--- config.mk ---
export PLATFORM = sky130hd
export DESIGN_NAME = pe_weight_loader
export DESIGN_NICKNAME = d
export VERILOG_FILES = /design/src/rtl/pe_weight_loader.sv
export SDC_FILE = /design/constraint.sdc
export NUM_CORES = 1
export LEC_CHECK = 0
export CAP_MARGIN = 10
export CORE_ASPECT_RATIO = 0.6
export CORE_MARGIN = 2
export CORE_UTILIZATION = 49
export DETAILED_ROUTE_END_ITERATION = 12
export PLACE_DENSITY = 0.8
export SYNTH_ARGS = -nofsm -noshare
export SYNTH_HDL_FRONTEND = slang
export SYNTH_SLANG_ARGS = --single-unit
--- constraint.sdc ---
create_clock -name clk -period 2.9 [get_ports clk]
set_input_delay 0.58 -clock clk [delete_from_list [all_inputs] [get_ports clk]]
set_output_delay 0.58 -clock clk [all_outputs]
set_load 0.05 [all_outputs]
--- src/rtl/pe_weight_loader.sv ---
`default_nettype none
// ============================================================================
//  Module      : pe_weight_loader
//  Description : Write-side master for the PE weight-load port. Accepts a
//                flat weight stream over valid/ready and scatters it into a
//                row of NUM_PE processing elements, K x K weights per PE in
//                row-major order, with row/col pointers and a one-hot PE
//                enable. Runs once per layer before ifmap streaming.
//  Options     : WLOAD_BCAST_EN - adds i_bcast; when set at start, only K*K
//                beats are taken and every write targets all N PEs at once.
//  Revision    : 1.0 - initial release
// ============================================================================
module pe_weight_loader #(
  parameter int DATA_WIDTH       = 16,
  parameter int MAX_FILTER_WIDTH = 11,
  parameter int NUM_PE           = 8
) (
  input  logic                              clk,
  input  logic                              reset,
  input  logic                              i_start,
  input  logic [$clog2(MAX_FILTER_WIDTH):0] i_filter_width,
  input  logic [$clog2(NUM_PE):0]           i_num_pe,
`ifdef WLOAD_BCAST_EN
  input  logic                              i_bcast,
`endif
  input  logic [DATA_WIDTH-1:0]             i_wdata,
  input  logic                              i_wvalid,
  output logic                              o_wready,
  output logic [DATA_WIDTH-1:0]             o_weight_data,
  output logic                              o_weight_valid,
  output logic [$clog2(MAX_FILTER_WIDTH):0] o_wr_w_row_ptr,
  output logic [$clog2(MAX_FILTER_WIDTH):0] o_wr_w_col_ptr,
  output logic [NUM_PE-1:0]                 o_pe_en,
  output logic                              o_busy,
  output logic                              o_done
);

  localparam int LOG_MFW = $clog2(MAX_FILTER_WIDTH);
  localparam int LOG_NPE = $clog2(NUM_PE);
  localparam int KW      = LOG_MFW + 1;
  localparam int NW      = LOG_NPE + 1;
  // PE index needs at least one bit even for a single-PE build
  localparam int PEW     = (LOG_NPE > 0) ? LOG_NPE : 1;

  typedef enum logic [1:0] {
    S_IDLE = 2'd0,
    S_LOAD = 2'd1,
    S_DONE = 2'd2
  } state_t;

  state_t                r_state;
  logic [KW-1:0]         r_k;
  logic [NW-1:0]         r_n;
  logic [KW-1:0]         r_row;
  logic [KW-1:0]         r_col;
  logic [PEW-1:0]        r_pe;
  logic                  r_bcast;

  logic [DATA_WIDTH-1:0] r_wdata;
  logic                  r_wvalid;
  logic [KW-1:0]         r_row_ptr;
  logic [KW-1:0]         r_col_ptr;
  logic [NUM_PE-1:0]     r_pe_en;

  logic                  w_start_ok;
  logic                  w_start_bcast;
  logic                  w_accept;
  logic                  w_col_last;
  logic                  w_row_last;
  logic                  w_pe_last;
  logic                  w_last_beat;
  logic [NUM_PE-1:0]     w_pe_onehot;
  logic [NUM_PE-1:0]     w_pe_sel;

  // A load request is honoured only with a legal filter side and PE count
  assign w_start_ok = (i_filter_width != '0) &&
                      (i_filter_width <= KW'(MAX_FILTER_WIDTH)) &&
                      (i_num_pe != '0) &&
                      (i_num_pe <= NW'(NUM_PE));

`ifdef WLOAD_BCAST_EN
  assign w_start_bcast = i_bcast;
`else
  assign w_start_bcast = 1'b0;
`endif

  // Ready depends on state only, so the upstream can never form a loop
  assign o_wready = (r_state == S_LOAD);
  assign w_accept = i_wvalid & o_wready;

  assign w_col_last  = (r_col == (r_k - KW'(1)));
  assign w_row_last  = (r_row == (r_k - KW'(1)));
  assign w_pe_last   = (NW'(r_pe) == (r_n - NW'(1)));
  // In broadcast mode one K x K pass loads every PE, so the PE count is moot
  assign w_last_beat = w_accept & w_col_last & w_row_last & (w_pe_last | r_bcast);

  for (genvar g = 0; g < NUM_PE; g++) begin : g_pe_onehot
    assign w_pe_onehot[g] = (NW'(g) == NW'(r_pe));
  end

`ifdef WLOAD_BCAST_EN
  logic [NUM_PE-1:0] w_pe_mask;

  for (genvar g = 0; g < NUM_PE; g++) begin : g_pe_mask
    assign w_pe_mask[g] = (NW'(g) < r_n);
  end

  assign w_pe_sel = r_bcast ? w_pe_mask : w_pe_onehot;
`else
  assign w_pe_sel = w_pe_onehot;
`endif

  // Load FSM: config latch, row/col/pe walk and registered PE write port
  always_ff @(posedge clk) begin
    if (reset) begin
      r_state   <= S_IDLE;
      r_k       <= '0;
      r_n       <= '0;
      r_row     <= '0;
      r_col     <= '0;
      r_pe      <= '0;
      r_bcast   <= 1'b0;
      r_wdata   <= '0;
      r_wvalid  <= 1'b0;
      r_row_ptr <= '0;
      r_col_ptr <= '0;
      r_pe_en   <= '0;
    end else begin
      // Write strobe and enable exist only for the cycle after an accept;
      // data and pointers simply hold otherwise
      r_wvalid <= w_accept;
      r_pe_en  <= w_accept ? w_pe_sel : '0;
      if (w_accept) begin
        r_wdata   <= i_wdata;
        r_row_ptr <= r_row;
        r_col_ptr <= r_col;
      end

      case (r_state)
        S_IDLE: begin
          if (i_start && w_start_ok) begin
            r_k     <= i_filter_width;
            r_n     <= i_num_pe;
            r_bcast <= w_start_bcast;
            r_row   <= '0;
            r_col   <= '0;
            r_pe    <= '0;
            r_state <= S_LOAD;
          end
        end

        S_LOAD: begin
          if (w_accept) begin
            if (w_last_beat) begin
              r_state <= S_DONE;
            end
            if (w_col_last) begin
              r_col <= '0;
              if (w_row_last) begin
                r_row <= '0;
                r_pe  <= r_pe + PEW'(1);
              end else begin
                r_row <= r_row + KW'(1);
              end
            end else begin
              r_col <= r_col + KW'(1);
            end
          end
        end

        S_DONE: begin
          r_state <= S_IDLE;
        end

        default: begin
          r_state <= S_IDLE;
        end
      endcase
    end
  end

  assign o_weight_data  = r_wdata;
  assign o_weight_valid = r_wvalid;
  assign o_wr_w_row_ptr = r_row_ptr;
  assign o_wr_w_col_ptr = r_col_ptr;
  assign o_pe_en        = r_pe_en;
  assign o_busy         = (r_state != S_IDLE);
  assign o_done         = (r_state == S_DONE);

endmodule
`default_nettype wire

-- After elaboration in Yosys (flattened, before gate mapping)
Cells that the tools add are included.
- flip-flop bits (word level): 59
- output and inout bits: 38
- word-level logic and storage cells: 73
- add/sub/neg operators: 5
- $lt $le $gt $ge: 2
- equal/unequal tests: 17
- multiplexer cells: 17
- bitwise operators: 5
- reduce and logical (&&, ||, !) cells: 16
- operators with widths (kind ; number):
    5-bit 2-to-1 mux ; 6
    5-bit one-hot mux with 2 select lines ; 2
    3-bit == test, first input constant ; 4
    3-bit 2-to-1 mux ; 4
    5-bit by 1-bit adder with 5-bit output, second input constant ; 2
    5-bit == test ; 2
    2-bit by 1-bit inequality test with 1-bit output, second input constant ; 4
    2-bit by 3-bit == test with 1-bit output, first input constant ; 2
    2-bit 2-to-1 mux ; 3
    3-bit one-hot mux with 2 select lines ; 1
    3-bit AND reduction ; 2
    5-bit by 4-bit less-or-equal comparator with 1-bit output, second input constant ; 1
    5-bit AND reduction ; 1
    5-bit nonzero test ; 1
    5-bit by 1-bit subtractor with 5-bit output, second input constant ; 1
    1-bit AND ; 4
    3-bit by 4-bit == test with 1-bit output ; 1
    4-bit less-or-equal comparator, second input constant ; 1
    1-bit logical AND ; 4
    2-bit one-hot mux with 2 select lines ; 1
    4-bit AND reduction ; 1
    2-bit nonzero test ; 2
    4-bit nonzero test ; 1
    4-bit by 1-bit subtractor with 4-bit output, second input constant ; 1
    10 further kinds ; 10

-- Depth between registers and ports, before layout
- depth after elaboration: 8
- depth in mapped cells: 8
- depth with buffers taken out: 7

-- Worst setup path before layout
Ideal clock, no wire load.
- path type: input port to flip-flop
- from: input i_num_pe[1]
- to: register r_row[4]
- data arrival time: 2258 ps
- data required time: 2813 ps
- slack: 556 ps
- cell stages on the path: 5
- path buffers: 0
- cell sequence: o31a_1 a2111oi_4 a21oi_2 or4_1 a221oi_2
- cells in the longest elaborated chain, start to end: 6
- RTL lines (item ; line ; RTL):
    from (decl) ; 22 ; input logic [$clog2(NUM_PE):0] i_num_pe,
    parallel branches: the longest is 2 deep, another holds 4-bit less-or-equal comparator ; - ;
    1-bit logical AND (*) ; 78 ; (i_num_pe != '0) &&
    1-bit logical AND (*) ; 141 ; if (i_start && w_start_ok) begin
    2-bit inequality test (no source line) (*) ; - ;
    4-bit AND reduction (no source line) (*) ; - ;
    to (signal assigned) ; 163 ; r_row <= r_row + KW'(1);
    to (decl) ; 54 ; logic [KW-1:0] r_row;
Every way passes the cells marked *.
A chain may end at the register's enable or synchronous reset.

-- Worst setup path after layout
- from: register r_k[0]
- to: register r_row[3]
- cells in the longest elaborated chain, start to end: 6
- RTL lines (item ; line ; RTL):
    from (decl) ; 52 ; logic [KW-1:0] r_k;
    from (signal assigned) ; 142 ; r_k <= i_filter_width;
    5-bit by 1-bit subtractor with 5-bit output (*) ; 91, 92 ;
    5-bit == test ; 92 ; assign w_row_last = (r_row == (r_k - KW'(1)));
    5-bit 2-to-1 mux ; 159 ; if (w_row_last) begin
    5-bit 2-to-1 mux ; 157 ; if (w_col_last) begin
    5-bit 2-to-1 mux ; 153 ; if (w_accept) begin
    5-bit one-hot mux with 2 select lines ; 139 ; case (r_state)
Mark *: on every way between the ends. The rest lies on a longest branch, timed or not. The select of a mux whose other input is x is not followed.

==> results.sh <==
export IMPL_status="completed"
export IMPL_grt_antenna_before_repair=0
export IMPL_die_height_um=61.6
export IMPL_sw_frac_of_total_pct=23.6
export IMPL_timing_critical_path_cells="inv_1, ha_1, nor3b_2, xnor3_1, o31a_1, or4_4, a221oi_2"
export IMPL_synth_nets=347
export IMPL_worst_path_max_fanout=11
export IMPL_initialDrtViolationCount=95
export IMPL_holdWs_ps=452
export IMPL_coreArea_um2=5180
export IMPL_synth_adder_area_share_pct=4.62
export IMPL_min_from="o_weight_data[15]"
export IMPL_grt_pass1_vias=2159
export IMPL_yosys_area_share_xor_xnor_pct=6.93
export IMPL_synth_area_top_cells="dfxtp_1, nand2_1, a21oi_1"
export IMPL_max_stage_delay_ps=530
export IMPL_fmax_ghz=0.392
export IMPL_cts_resized=0
export IMPL_hold_viol_final=0
export IMPL_critPathLaunch="r_k[0]"
export IMPL_vias=2404
export IMPL_intPower_mw=1.38
export IMPL_cts_buffers=9
export IMPL_crit_type="reg2reg"
export IMPL_worstReg2RegStart="r_k[0]"
export IMPL_pwr_share_comb_pct=10.2
export IMPL_setup_viol=0
export IMPL_cp_data_required_time_ps=3150
export IMPL_synthArstFlopShare_pct=0
export IMPL_synth_simple_area_share_pct=23.3
export IMPL_synth_cell_types=44
export IMPL_synth_warnings=0
export IMPL_ys_seq_area_share_pct=43.6
export IMPL_drv_slew=0
export IMPL_fp_row_count=20
export IMPL_ctsRootBufferMaster="clkbuf_8"
export IMPL_cts_setup_buffers=0
export IMPL_cts_htree_levels=3
export IMPL_clk_transition_reported_paths_ps=70
export IMPL_drc_errors=0
export IMPL_synth_seq_cells=59
export IMPL_grt_ovfl_total=0
export IMPL_cts_hold_buffers=0
export IMPL_synth_compound_area_share_pct=15.4
export IMPL_cp_slowest_cell="or4_4"
export IMPL_worst_pin_slew_ps=722
export IMPL_place_congestion=0.940
export IMPL_relSlewSlack_pct=51.9
export IMPL_nets=417
export IMPL_hp_class="reg2reg"
export IMPL_floorplan_initialDensity_pct=52.2
export IMPL_drive_above_1_share_pct=9.69
export IMPL_grt_pass1_wl_mm=10.0
export IMPL_gr_usage_all_layers_pct=21.5
export IMPL_p_leak_nw=1.32
export IMPL_die_w_um=99.9
export IMPL_avgRoutedWirePerCell_um=14.2
export IMPL_die_area_um2=6150
export IMPL_rrSetupSlack_ps=350
export IMPL_dr_pass1_iters=5
export IMPL_powerDensity_nw_per_um2=496
export IMPL_yosys_most_used_dff="dfxtp_1"
export IMPL_syn_inst=308
export IMPL_finalNonFillerCells=448
export IMPL_hpwl_mm=4.53
export IMPL_clk_path_buf_depth=2
export IMPL_grt_max_degree=40
export IMPL_cts_sinks=59
export IMPL_power_switching_uw=427
export IMPL_syn2layout_area_growth_pct=35.1
export IMPL_synthesis_area_um2=2710
export IMPL_cp_end_kind="register"
export IMPL_cap_violations=0
export IMPL_p_seq_share_pct=45.9
export IMPL_fin_crit_ps=2550
export IMPL_syn_mean_instance_area_um2=8.79
export IMPL_synth_mux_area_share_pct=1.85
export IMPL_cp_start_kind="register"
export IMPL_clock_latency_ps=340
export IMPL_synth_top_family_by_area="simple AND/OR/NAND/NOR gates"
export IMPL_cts_tree="done"
export IMPL_post_place_cells=433
export IMPL_netlist_area_leader_share_pct=43.6
export IMPL_synth_top_area_cell="dfxtp_1"
export IMPL_antenna_left=0
export IMPL_min_period_over_period_pct=88.0
export IMPL_ir_worst_vdd_uv=295
export IMPL_post_route_util_pct=70.6
export IMPL_port_buffers=66
export IMPL_synth_enable_flop_cells=0
export IMPL_io_pins=67
export IMPL_rsz0062_at_grt="no"
export IMPL_skew_ps=8.33
export IMPL_clkPwrFrac_pct=43.9
export IMPL_drt_wl_total_mm=6.36
export IMPL_avgViaCountPerCell=5.37
export IMPL_arrival_ps=2800
export IMPL_power_mw=1.81
export IMPL_diodes=0
export IMPL_fin_tns_setup_ps=0
[per-stage QoR]
| step | area [um^2] | setup slack [ps] |
|---|---|---|
| after global routing | 3660 | 159 |
| after detailed placement | 3450 | 62.5 |
| final | 3660 | 347 |
| after CTS | 3660 | 336 |
| after global placement | 3450 | 95.9 |
| after floorplan | 2710 | 556 |
[state kept, by name (all words and copies together), names as in the netlist, 3 cells and up]
signal	flops
r_row	5
o_wr_w_row_ptr	5
r_n	4
r_col	5
o_pe_en	8
r_pe	3
o_weight_data	16
r_k	5
o_wr_w_col_ptr	5
[cells by family (layout without fill, tap and decap cells)]
group | Yosys count | after routing
multiplexers | 5 | 5
flip-flops | 59 | 59
XOR/XNOR | 15 | 15
buffers and inverters | 28 | 102
AND/OR/NAND/NOR | 129 | 129
AO/OA/AOI/OAI | 62 | 62
adder cells (fa/ha/maj) | 10 | 10
[path summary, 6_finish.rpt]
check | cells after the start | to
max | 7 | r_row[3]
max reg2reg | 7 | r_row[3]
min reg2reg | 2 | o_weight_data[15]
min | 2 | o_weight_data[15]
[power groups by stage]
stage,logic [mW],registers [mW],clock network [mW]
6_report,0.185,0.832,0.795
5_1_grt,0.199,0.833,0.852
4_1_cts,0.186,0.831,0.809
3_5_place_dp,0.185,0.849,0
3_3_place_gp,0.182,0.849,0
2_1_floorplan,0.0902,0.865,0
[cells in the final DEF (no fill, tap or decap), drive strengths merged, types with 2 or more instances in the layout]
cell / synthesis / routed
nor3: 9 / 9
o21ai: 5 / 5
nand4: 4 / 4
inv: 10 / 10
nor2: 15 / 15
mux2i: 5 / 5
xnor3: 3 / 3
a32oi: 2 / 2
or3: 5 / 5
a221oi: 4 / 4
nand2: 59 / 59
dfxtp: 59 / 59
or4: 5 / 5
nor2b: 4 / 4
o31a: 2 / 2
buf: 6 / 12
xor2: 3 / 3
a2111oi: 2 / 2
nor4: 3 / 3
bufinv: 0 / 2
a21oi: 38 / 38
and2: 7 / 7
o211ai: 2 / 2
clkinv: 0 / 3
o31ai: 3 / 3
nand3: 9 / 9
clkdlybuf4s50: 0 / 65
clkbuf: 12 / 10
xnor2: 8 / 8
ha: 10 / 10
and3: 4 / 4
nor3b: 4 / 4
[area by class of cell]
type,instances,area (um^2)
multi-input cells,221,1410
clock buffers,10,128
clock inverters,5,78.8
well taps,66,82.6
fillers,421,1520
flip-flops and latches,59,1180
repair buffers,77,738
inverters,10,37.5
[synthesized netlist by cell type, types with 2 or more instances]
cell and n:
dfxtp_1 59, nand2_1 59, a21oi_1 37, nor2_1 15, clkbuf_1 12, ha_1 10, inv_1 10, nand3_1 9
nor3_1 8, xnor2_1 8, and2_1 7, mux2i_1 5, or3_1 5, and3_1 4, nand4_1 4, nor2b_1 4
o21ai_0 4, or4_1 4, a221oi_2 3, buf_1 3, nor4_1 3, o31ai_1 3, xnor3_1 3, xor2_1 3
a32oi_1 2, buf_2 2, nor3b_1 2, nor3b_2 2, o211ai_1 2, o31a_1 2
[critical path, delay by kind of cell (launching register included)]
family	cells	cell delay (ps)
AND/OR/NAND/NOR	2	770
AO/OA/AOI/OAI	2	700
flip-flops	1	360
XOR/XNOR	1	300
adder cells (fa/ha/maj)	1	220
buffers and inverters	1	110
[routing by layer]
layer	up-vias	part of all wire, %	track usage, %	wire (um)
met5	-	0	0	0
met3	2	8.9	9.53	564
met2	89	44	33.6	2790
met4	0	0.39	5.09	25
li1	1211	-	-	-
met1	1102	47	27.9	2980
Power figures use the tool's default switching activity.
==> edit, RTL diff (config.mk and constraints unchanged) <==
Change the parameter `DATA_WIDTH` from 16 to 32.
--- a/src/rtl/pe_weight_loader.sv
+++ b/src/rtl/pe_weight_loader.sv
@@ -12,5 +12,5 @@
 // ============================================================================
 module pe_weight_loader #(
-  parameter int DATA_WIDTH       = 16,
+  parameter int DATA_WIDTH       = 32,
   parameter int MAX_FILTER_WIDTH = 11,
   parameter int NUM_PE           = 8
Interface: changed (resized i_wdata and o_weight_data); port bits go from 67 to 99. No check against the original RTL was run, so the function may have changed too.
==> edit against the original RTL <==
- sequential share of layout area increased by 1.9 points
- area after synthesis increased by 16%
- sequential power increased by 27%
- clock power increased by 0.6%
- worst setup slack improved by 0.12 ns
- via count increased by 12%
- routed wire length increased by 17%
- utilization increased by 0.50 points
- power increased by 16%
- design area increased by 20%
- sequential cell count increased by 16
==> edit: results (changes against the original RTL) <==
| Metric | Value |
|---|---|
| Result of the run | `finished clean` |
| Normalized max-slew margin | `0.623 (+0.104)` |
| First-pass iteration count of the detailed router | `4 (-1)` |
| Commonest cells in the netlist | `nand2_1 (87), dfxtp_1 (75), a21oi_1 (44)` |
| Buffers added on ports | `98 (+48%)` |
| Top delay family on crit path | `buffers and inverters` |
| Vias in the first global route | `2460 (+14%)` |
| Average footprint of a synthesized cell | `8.83 um^2 (+0.52%)` |
| Area of placed instances | `4180 um^2 (+21%)` |
| Detailed-route wire length on metal 1 | `3.73 mm (+25%)` |
| GR Util All Layers | `0.221 (+0.00580)` |
| Ratio of total power to cell area | `479 nW/um^2 (-3.3%)` |
| Clock share of power | `0.381 (-0.058)` |
| Clock buffers | `9 (-1)` |
| Met1 routing resource usage after global routing | `0.310 (+0.0305)` |
| Count of buffers not belonging to the clock network in the layout | `102 (+32%)` |
| Slowest stage cell, crit path | `clkdlybuf4s50_1` |
| Detailed-route via count | `2689 (+12%)` |
| Initial DRC Count | `110 (+16%)` |
| Clock-cell share of area | `0.0454 (-0.0111)` |
| Pre-CTS setup slack | `0.354 ns (+0.291 ns)` |
| Non-clock buffering overhead | `0.230 (+0.0276)` |
| Critical path peak fanout | `7 (-4)` |
| Number of combinational gates with multiple inputs | `250 (+13%)` |
| Sequential standard cell area | `1500 um^2 (+27%)` |
| Worst stage delay on the critical path | `0.83 ns (+0.30 ns)` |
| Core ar. | `6170 um^2 (+19%)` |
| Number of flip-flops under the largest register name | `32 (+16)` |
| Portion of the post-synthesis area used by sequential elements | `0.478 (+0.0411)` |
| Switch share | `0.256 (+0.0197)` |
| Clock tree skew after final layout | `0.0119 ns (+0.00353 ns)` |
| Number of placed instances, taps included | `524 (+21%)` |
| M3 GR Usage | `0.0729 (-0.0224)` |
| Fillcell total | `487 (+16%)` |
| WL per Instance | `13.8 um (-2.8%)` |
| Maximum number of pins on one net before global-route repair | `43 (+7.5%)` |
| Top cells by area, synth | `dfxtp_1 (48%), nand2_1 (10%), a21oi_1 (7.0%), xnor2_1 (4.5%), ha_1 (4.0%)` |
| GP Congestion | `0.848 (-9.8%)` |
| Finished Cell Area | `4380 um^2 (+20%)` |
| Total leakage power | `1.62 nW (+23%)` |
| Portion of total power attributed to sequential cells | `0.505 (+0.046)` |
| Count of non-filler cells in the finished layout | `540 (+21%)` |
[edit: cell count changes after synthesis, moves of 6 or more]
cell / delta
nand2_1: +28
dfxtp_1: +16
xnor2_1: +8
a21oi_1: +7
nand3_1: -6
[edit: path summary, 6_finish.rpt]
check | slack [ns] | cells after the start | start | to
setup / recovery | 0.47 | 3 | r_state[1]$_SDFFE_PP0P_ | o_wready
hold / removal | 0.46 | 2 | o_weight_data[27]$_SDFFE_PP0P_ | o_weight_data[27]$_SDFFE_PP0P_
setup reg to reg | 0.53 | 8 | r_k[0]$_SDFFE_PP0P_ | r_pe[2]$_SDFFE_PP0P_
hold reg to reg | 0.46 | 2 | o_weight_data[27]$_SDFFE_PP0P_ | o_weight_data[27]$_SDFFE_PP0P_
[edit: logic make-up after synthesis]
logic type	count (synthesis)	synth area share
flops	75	0.478
fa+ha+maj	10	0.0398
compound gates	59	0.118
buf+inv	31	0.0390
simple gates	147	0.216
mux	10	0.0318
xor+xnor	24	0.0780
